File: config.mk
export PLATFORM = sky130hd
export DESIGN_NAME = weight_mem_streamer_flat
export DESIGN_NICKNAME = d
export VERILOG_FILES = /design/src/rtl/weight_mem_streamer_if.sv /design/src/rtl/weight_mem_streamer.sv /design/src/flat_wrapper.sv
export SDC_FILE = /design/constraint.sdc
export NUM_CORES = 1
export LEC_CHECK = 0
export ABC_AREA = 0
export ABC_CLOCK_PERIOD_IN_PS = 3800
export BUFFER_PORTS_ARGS = -buffer_cell sky130_fd_sc_hd__buf_2
export CORE_MARGIN = 8
export CORE_UTILIZATION = 46
export CTS_BUF_LIST = sky130_fd_sc_hd__clkbuf_8
export DETAILED_ROUTE_END_ITERATION = 6
export PLACE_DENSITY = 0.95
export SLEW_MARGIN = 20
export SYNTH_ARGS = -nofsm -noshare
export SYNTH_HDL_FRONTEND = slang
export SYNTH_SLANG_ARGS = --single-unit
File: constraint.sdc
create_clock -name clk -period 3.8 [get_ports clk]
set_input_delay 0.38 -clock clk [delete_from_list [all_inputs] [get_ports clk]]
set_output_delay 0.38 -clock clk [all_outputs]
set_load 0.01 [all_outputs]
File: src/rtl/weight_mem_streamer_if.sv
// Bus bundle between the weight streamer, the weight SRAM read port and the
// weight buffer.
//   rd_en / rd_addr  : SRAM read strobe and word address (streamer -> SRAM)
//   rd_data          : SRAM read data, one cycle after rd_en (SRAM -> streamer)
//   mem_req          : weight-buffer demand (buffer -> streamer)
//   mem_data_valid   : beat valid (streamer -> buffer)
//   weight_data      : beat payload (streamer -> buffer)
// master = streamer side, slave = SRAM/buffer side.
interface weight_mem_streamer_if #(
  parameter int ADDR_W = 16
);
  logic              rd_en;
  logic [ADDR_W-1:0] rd_addr;
  logic [63:0]       rd_data;
  logic              mem_req;
  logic              mem_data_valid;
  logic [63:0]       weight_data;

  modport master (
    output rd_en, rd_addr, mem_data_valid, weight_data,
    input  rd_data, mem_req
  );

  modport slave (
    input  rd_en, rd_addr, mem_data_valid, weight_data,
    output rd_data, mem_req
  );
endinterface

File: src/rtl/weight_mem_streamer.sv
// Streams one filter set of 64-bit weight words from SRAM to the weight
// buffer. Reads issue while the buffer demands data; each read returns one
// cycle later as a beat. A beat the buffer refuses (mem_req low) rewinds the
// issue pointer to the accept pointer so the refused word is fetched again.
//
// Ports:
//   clk        : clock, rising edge
//   rst_n      : synchronous reset, active HIGH despite the name
//   mode_in    : layer mode, 0=MODE1 1=MODE2 2=MODE3 3=MODE4 (sampled on start)
//   start      : begin a filter set (honoured only in IDLE)
//   base_addr  : first SRAM word of the set (sampled on start)
//   busy       : set in progress, cycle after start through the done cycle
//   done       : one-cycle pulse after the last beat is accepted
//   bus        : SRAM read port and weight-buffer stream (master modport)
//
// state | meaning
// IDLE  | waiting for start
// FETCH | issuing reads and presenting beats
// DONE  | all beats accepted, done pulse
module weight_mem_streamer #(
  parameter int ADDR_W = 16
) (
  input  logic               clk,
  input  logic               rst_n,
  input  logic [1:0]         mode_in,
  input  logic               start,
  input  logic [ADDR_W-1:0]  base_addr,
  output logic               busy,
  output logic               done,
  weight_mem_streamer_if.master bus
);

  typedef enum logic [1:0] {
    IDLE  = 2'd0,
    FETCH = 2'd1,
    DONE  = 2'd2
  } state_t;

  state_t            state_q, state_d;
  logic [1:0]        mode_q;
  logic [ADDR_W-1:0] base_q;
  logic [6:0]        iss_cnt;
  logic [6:0]        acc_cnt;
  logic [6:0]        total;
  logic              valid_q;
  logic              rd_en_int;
  logic              beat_valid;
  logic              accept;
  logic              reject;
  logic              start_acc;

  // Beats per set: MODE1/MODE2 are 44 rows of 2 beats.
  always_comb begin
    total = 7'd12;
    case (mode_q)
      2'd0, 2'd1: total = 7'd88;
      2'd2:       total = 7'd20;
      default:    total = 7'd12;
    endcase
  end

  // Outputs are gated by reset so they read zero for the whole reset cycle,
  // not just from the edge after it.
  assign rd_en_int  = !rst_n && (state_q == FETCH) && bus.mem_req && (iss_cnt < total);
  assign beat_valid = !rst_n && valid_q;
  assign accept     = beat_valid && bus.mem_req;
  assign reject     = beat_valid && !bus.mem_req;
  assign start_acc  = (state_q == IDLE) && start;

  assign bus.rd_en          = rd_en_int;
  assign bus.rd_addr        = rd_en_int ? (base_q + ADDR_W'(iss_cnt)) : '0;
  assign bus.mem_data_valid = beat_valid;
  assign bus.weight_data    = beat_valid ? bus.rd_data : 64'd0;
  assign busy               = !rst_n && (state_q != IDLE);
  assign done               = !rst_n && (state_q == DONE);

  always_ff @(posedge clk) begin
    if (rst_n) state_q <= IDLE;
    else       state_q <= state_d;
  end

  always_comb begin
    state_d = state_q;
    case (state_q)
      IDLE:    if (start) state_d = FETCH;
      FETCH:   if (accept && (acc_cnt == total - 7'd1)) state_d = DONE;
      DONE:    state_d = IDLE;
      default: state_d = IDLE;
    endcase
  end

  always_ff @(posedge clk) begin
    if (rst_n) begin
      mode_q  <= 2'd0;
      base_q  <= '0;
      iss_cnt <= 7'd0;
      acc_cnt <= 7'd0;
      valid_q <= 1'b0;
    end else begin
      valid_q <= rd_en_int;
      if (start_acc) begin
        mode_q  <= mode_in;
        base_q  <= base_addr;
        iss_cnt <= 7'd0;
        acc_cnt <= 7'd0;
      end else begin
        if (accept) acc_cnt <= acc_cnt + 7'd1;
        // A refused beat drops the in-flight read as well; restart issue at
        // the first word not yet accepted. rd_en is low in that cycle since
        // mem_req is low, so the two branches never collide.
        if (reject)         iss_cnt <= acc_cnt;
        else if (rd_en_int) iss_cnt <= iss_cnt + 7'd1;
      end
    end
  end

endmodule

File: src/flat_wrapper.sv
// flat-port wrapper written by rule: the top's interface ports become plain ports
module weight_mem_streamer_flat 
#(
  parameter int ADDR_W = 16
)
  (clk, rst_n, mode_in, start, base_addr, busy, done, bus_rd_en, bus_rd_addr, bus_mem_data_valid, bus_weight_data, bus_rd_data, bus_mem_req);
  weight_mem_streamer_if #(.ADDR_W(ADDR_W)) bus_i ();
  input  logic clk;
  input  logic rst_n;
  input  logic [1:0] mode_in;
  input  logic start;
  input  logic [ADDR_W-1:0] base_addr;
  output logic busy;
  output logic done;
  output wire logic [$bits(bus_i.rd_en)-1:0] bus_rd_en;
  output wire logic [$bits(bus_i.rd_addr)-1:0] bus_rd_addr;
  output wire logic [$bits(bus_i.mem_data_valid)-1:0] bus_mem_data_valid;
  output wire logic [$bits(bus_i.weight_data)-1:0] bus_weight_data;
  input wire logic [$bits(bus_i.rd_data)-1:0] bus_rd_data;
  input wire logic [$bits(bus_i.mem_req)-1:0] bus_mem_req;
  assign bus_rd_en = bus_i.rd_en;
  assign bus_rd_addr = bus_i.rd_addr;
  assign bus_mem_data_valid = bus_i.mem_data_valid;
  assign bus_weight_data = bus_i.weight_data;
  assign bus_i.rd_data = bus_rd_data;
  assign bus_i.mem_req = bus_mem_req;
  weight_mem_streamer #(.ADDR_W(ADDR_W)) u_core (.clk(clk), .rst_n(rst_n), .mode_in(mode_in), .start(start), .base_addr(base_addr), .busy(busy), .done(done), .bus(bus_i));
endmodule
=== Word-level counts from Yosys, hierarchy flattened ===
Index checks and enable logic that the tools add are counted.

* Add/subtract/negate cells: 4
* Order comparisons: 1
* Equality and inequality tests: 7
* Muxes and demuxes: 8
* Reductions and logical operators: 19

{| class="wikitable"
|+ Operators with widths
! kind !! count
|-
| $mux 64 || 1
|-
| $add 16x7->16 || 1
|-
| $mux 16 || 1
|-
| $add 7x1->7 const B || 2
|-
| $mux 7 || 2
|-
| $pmux 7 s2 || 1
|-
| $logic_and 1x1->1 || 10
|-
| $eq 7x7->1 || 1
|-
| $lt 7x7->1 || 1
|-
| $sub 7x1->7 const B || 1
|-
| $eq 2x1->1 const B || 2
|-
| $eq 2x2->1 const B || 2
|-
| $logic_not 2->1 || 2
|-
| $mux 2 || 2
|-
| $ne 2x2->1 const B || 2
|-
| $pmux 2 s2 || 1
|-
| $reduce_bool 2->1 || 2
|-
| $reduce_or 2->1 || 2
|-
| $logic_not 1->1 || 2
|-
| $reduce_and 2->1 || 1
|}

* Flip-flop bits (word level): 35
* Logic and storage cells: 45

=== Longest topological paths before layout ===
* Depth after elaboration: 8
* Mapped depth: 10
* Gate-level depth less buffers: 8

=== Worst setup path after synthesis ===
OpenSTA, ideal clock, no wires.

* Kind: reg2out
* Start: register u_core.mode_q[1]
* End: output bus_rd_addr[10]
* Arrival time: 2.212 ns
* Data required time: 3.420 ns
* Slack: 1.208 ns
* Cell stages (with the launch flop): 10
* Buffers on the path: 3
* Cell sequence: dfxtp_1 > clkbuf_1 > nor2b_1 > ha_1 > a21o_1 > a311o_1 > or2_1 > buf_6 > clkbuf_1 > a21oi_1

* Longest elaborated chain between the ends: 6

{| class="wikitable"
|+ RTL lines
! item !! line !! text
|-
| start, declared || weight_mem_streamer.sv:40 || <nowiki>logic [1:0] mode_q;</nowiki>
|-
| start signal, assigned || weight_mem_streamer.sv:102 || <nowiki>mode_q <= mode_in;</nowiki>
|-
| $eq 2x1->1 or $logic_not 2->1 (tied branches) || weight_mem_streamer.sv:55 || <nowiki>case (mode_q)</nowiki>
|-
| $reduce_or 2->1 || weight_mem_streamer.sv:55 ||
|-
| $pmux 7 s2 * || weight_mem_streamer.sv:55 ||
|-
| $lt 7x7->1 * || weight_mem_streamer.sv:64 || <nowiki>assign rd_en_int = !rst_n && (state_q == FETCH) && bus.mem_req && (iss_cnt < total);</nowiki>
|-
| $logic_and 1x1->1 * || weight_mem_streamer.sv:64 ||
|-
| $mux 16 * || weight_mem_streamer.sv:71 || <nowiki>assign bus.rd_addr = rd_en_int ? (base_q + ADDR_W'(iss_cnt)) : '0;</nowiki>
|-
| end, declared || flat_wrapper.sv:16 || <nowiki>output wire logic [$bits(bus_i.rd_addr)-1:0] bus_rd_addr;</nowiki>
|}

Mark *: on every way between the ends. The rest lies on a longest branch, timed or not.

=== Worst setup path in the final report ===
* Start: register u_core.iss_cnt[4]
* End: output bus_rd_addr[12]

* Longest elaborated chain between the ends: 3

{| class="wikitable"
|+ RTL lines
! item !! line !! text
|-
| start, declared || weight_mem_streamer.sv:42 || <nowiki>logic [6:0] iss_cnt;</nowiki>
|-
| start signal, assigned || weight_mem_streamer.sv:111 || <nowiki>if (reject) iss_cnt <= acc_cnt;</nowiki>
|-
| start signal, assigned || weight_mem_streamer.sv:112 || <nowiki>else if (rd_en_int) iss_cnt <= iss_cnt + 7'd1;</nowiki>
|-
| parallel branches: the longest is 2 deep, another holds $add 16x7->16 || n/a ||
|-
| $mux 16 * || weight_mem_streamer.sv:71 ||
|}

Mark *: on every way between the ends.

==> flow_summary.yaml <==
outcome:
  run_status: "complete, no violations"
yosys:
  netlist_top_cells_area: "sky130_fd_sc_hd__dfxtp_1 28%, sky130_fd_sc_hd__and2_1 16%, sky130_fd_sc_hd__ha_1 5.5%"
  synth.cell_area_um2: 2480
  yosys_warnings: 0
  syn_nets: 418
  synth_area_leader_cell: "sky130_fd_sc_hd__dfxtp_1"
  postSynthCellCount: 320
  synthDominantCellAreaShare_pct: 28.2
  ys_seq_area_share_pct: 28.2
  postSynthAreaPerCell_um2: 7.75
  post_synth_num_cell_types: 39
  synth_seq_cells: 35
sta:
  rsz0062_at_grt: "no"
  max_slew_margin_pct: 37.8
  final.setup_skew_ps: 8.60
  timing.final.max_slew_violations: 0
  achievable-frequency_mhz: 312
  min_period_over_period_pct: 84.4
  timing.final.hold_violations: 0
  setup_viol: 0
  accumulated_negative_setup_slack_ps: 0
  actual_slew_at_the_worst_max_slew_pin_ps: 932
  post-route-min-period_ps: 3210
final_layout:
  finalInstanceArea_um2: 3450
  layout.filler_cells: 422
  fin_nets: 577
  finish.cell_count_without_fillers: 550
  diodes: 0
  synthToLayoutAreaGrowth_pct: 39.0
  final_layout_size_suffix_gt1_share_pct: 38.8
power:
  peakVddDrop_uv: 226
  fin_total_pwr_mw: 0.848
  cellPowerDensity_nw_per_um2: 246
  power.leakage_nw: 1.78
clock_network:
  cts.reportedPaths.clkPinSlew_ps: 80
  cts_setup_buffers: 0
  cts_tree: "built"
  cts-hold-fix-buffers: 0
  worst_case_clock_buffer_depth: 2
  cts_root_buffer: "sky130_fd_sc_hd__clkbuf_8"
  insertion_delay_to_the_later_sink_of_the_worst_skew_pair_ps: 300
  ctsHtreeMaxLevel: 2
  cts.repair.resized: 0
  cts-buffers-inserted: 5
  cts_num_sinks: 35
critical_path:
  worst-path-max-fanout: 8
  crit-reg2reg-capture: "u_core.iss_cnt[0]"
  timing.critical_path.arrival_ps: 2830
  timing.reg2reg.worst_path_depth: 8
  cp-start-kind: "register"
  cp-startpoint: "u_core.iss_cnt[4]"
  worst-r2r-setup-slack_ps: 1240
  timing.setup.critical_path_class: "reg -> out"
  end_kind: "output port"
  worst_r2r_startpoint: "u_core.mode_q[1]"
  cp_data_required_time_ps: 3420
  critical_path.endpoint: "bus_rd_addr[12]"
floorplan:
  fp.coreArea_um2: 5170
  die_w_um: 89.4
  io_pins: 170
  chipHeight_um: 89.4
  rows: 26
  initial_core_util_pct: 48.0
  design.die.area_um2: 8000
global_route:
  groute.usage.overall_pct: 22.8
  grt_pass1_wl_um: 14100
  global_route.overflow_total: 0
  maximum_number_of_pins_on_one_net_before_global_route_repair: 68
  antenna_found_initial: 0
  via_count_of_the_first_global_routing_pass: 2954
worst_hold_path:
  holdCritPathClass: "in -> reg"
placed_design:
  buffer_ports.inserted: 169
  dp_hpwl_um: 7610
  placed_cell_area_um2: 3350
  dpl.cell_count: 542
  gp_routability_congestion: 0.881
route:
  dr.pass1.iters: 4
  via_count: 2894
  avgRoutedWirePerCell_um: 16.8
  initialDrtViolationCount: 197
  wl_um: 9260
  ant_nets: 0
  drc: 0
  post_drt_via_cell_ratio: 5.26
job:
  maxCapViolations: 0
==> synth_stat cells <==
cell type,n
sky130_fd_sc_hd__xor2_1,6
sky130_fd_sc_hd__and3_1,1
sky130_fd_sc_hd__o31a_1,1
sky130_fd_sc_hd__nor2_1,25
sky130_fd_sc_hd__o21ai_0,23
sky130_fd_sc_hd__and2_0,1
sky130_fd_sc_hd__nor4_1,2
sky130_fd_sc_hd__nand2_1,13
sky130_fd_sc_hd__or2_1,1
sky130_fd_sc_hd__buf_6,2
sky130_fd_sc_hd__nand3b_1,2
sky130_fd_sc_hd__or3_1,6
sky130_fd_sc_hd__nor2b_1,6
sky130_fd_sc_hd__xnor2_1,10
sky130_fd_sc_hd__nand4b_1,1
sky130_fd_sc_hd__mux2i_1,1
sky130_fd_sc_hd__fa_1,1
sky130_fd_sc_hd__inv_6,1
sky130_fd_sc_hd__a21oi_1,21
sky130_fd_sc_hd__nor4b_2,1
sky130_fd_sc_hd__a22o_1,15
sky130_fd_sc_hd__nor3b_1,3
sky130_fd_sc_hd__nand4_1,4
sky130_fd_sc_hd__inv_1,8
sky130_fd_sc_hd__a31oi_1,3
sky130_fd_sc_hd__nand2b_1,5
sky130_fd_sc_hd__or4_1,2
sky130_fd_sc_hd__a311o_1,1
sky130_fd_sc_hd__ha_1,11
sky130_fd_sc_hd__a211oi_1,1
sky130_fd_sc_hd__a21o_1,6
sky130_fd_sc_hd__nand3_1,12
sky130_fd_sc_hd__or3b_4,1
sky130_fd_sc_hd__and2_1,65
sky130_fd_sc_hd__a31o_2,2
sky130_fd_sc_hd__a211oi_2,1
sky130_fd_sc_hd__clkbuf_1,16
sky130_fd_sc_hd__dfxtp_1,35
sky130_fd_sc_hd__nor3_1,4
==> metrics by stage <==
| stage | hold WS [ps] | setup WS [ps] | util, % |
|---|---|---|---|
| 2_1_floorplan | 454 | 1210 | - |
| 3_3_place_gp | 471 | 1050 | 64.7 |
| 3_5_place_dp | 479 | 969 | 64.8 |
| 4_1_cts | 277 | 635 | 66.7 |
| 5_1_grt | 290 | 403 | 66.7 |
| 6_report | 278 | 595 | 66.7 |
==> cell usage in the layout, fill, tap and decap left out, types with 2 or more instances in the layout <==
cell type                  Yosys  layout
sky130_fd_sc_hd__nor2b_1       6       5
sky130_fd_sc_hd__nor2_1       25      24
sky130_fd_sc_hd__or4_1         2       2
sky130_fd_sc_hd__dfxtp_1      35      35
sky130_fd_sc_hd__o21ai_0      23      23
sky130_fd_sc_hd__nand3b_1      2       2
sky130_fd_sc_hd__clkbuf_8      0       6
sky130_fd_sc_hd__xor2_1        6       6
sky130_fd_sc_hd__xnor2_1      10      10
sky130_fd_sc_hd__or3_1         6       6
sky130_fd_sc_hd__ha_1         11      11
sky130_fd_sc_hd__nand2b_1      5       5
sky130_fd_sc_hd__nor4_1        2       2
sky130_fd_sc_hd__nand3_1      12      12
sky130_fd_sc_hd__a22o_1       15      15
sky130_fd_sc_hd__nor3_1        4       4
sky130_fd_sc_hd__nand4_1       4       4
sky130_fd_sc_hd__a31o_2        2       2
sky130_fd_sc_hd__nand2_1      13      13
sky130_fd_sc_hd__a21oi_1      21      21
sky130_fd_sc_hd__buf_2         0     169
sky130_fd_sc_hd__and2_1       65      65
sky130_fd_sc_hd__inv_1         8       8
sky130_fd_sc_hd__a31oi_1       3       3
sky130_fd_sc_hd__a21o_1        6       6
sky130_fd_sc_hd__nor3b_1       3       3
==> area by class of cell <==
type / instances / area, um^2 / share of cell area, %
clock buffers: 6 / 82.6 / 2.39
clock inverters: 2 / 16.3 / 0.472
inverters: 9 / 38.8 / 1.12
multi-input cells: 258 / 1670 / 48.4
flip-flops and latches: 35 / 701 / 20.3
well taps: 70 / 87.6 / 2.54
repair buffers: 170 / 853 / 24.7
==> state kept, by name, summed over array words and instances (netlist names) <==
signal / cells
u_core.base_q: 16
u_core.acc_cnt: 7
u_core.iss_cnt: 7
u_core.mode_q: 2
u_core.state_q: 2
u_core.valid_q: 1
==> metal layers <==
metal,part of all wire [%],track usage [%]
met1,33,20.9
met2,52,42.4
met3,12,11.3
met4,2.3,7.85
met5,0,0
==> critical path, stage by stage, from the launching register on <==
cell,delay (ps)
sky130_fd_sc_hd__dfxtp_1,450
sky130_fd_sc_hd__ha_1,350
sky130_fd_sc_hd__a21o_1,200
sky130_fd_sc_hd__a21o_1,200
sky130_fd_sc_hd__a211oi_1,760
sky130_fd_sc_hd__o21ai_0,260
sky130_fd_sc_hd__a21oi_1,160
sky130_fd_sc_hd__buf_2,150
==> power breakdown <==
group	switching (mW)	internal [mW]
registers	0.0189	0.384
logic	0.0765	0.0764
clock network	0.145	0.148
==> worst min-delay path by stage <==
stage	from	slack (ps)	cells past startpoint	to
6_report	base_addr[7]	280	3	u_core.base_q[7]
5_1_grt	base_addr[7]	290	3	u_core.base_q[7]
4_1_cts	base_addr[7]	280	3	u_core.base_q[7]
3_5_place_dp	u_core.base_q[0]	480	1	u_core.base_q[0]
3_3_place_gp	u_core.base_q[6]	470	1	u_core.base_q[6]
2_1_floorplan	u_core.base_q[0]	450	1	u_core.base_q[0]
==> kinds of logic after synthesis <==
| kind of cell | after synthesis | synth area share, % |
|---|---|---|
| multiplexers | 1 | 0.403 |
| flip-flops | 35 | 28.2 |
| AND/OR/NAND/NOR | 155 | 35.5 |
| adder cells (fa/ha/maj) | 12 | 6.35 |
| XOR/XNOR | 16 | 5.65 |
| AO/OA/AOI/OAI | 74 | 19.0 |
| buffers and inverters | 27 | 4.89 |
Power figures use the tool's default switching activity.
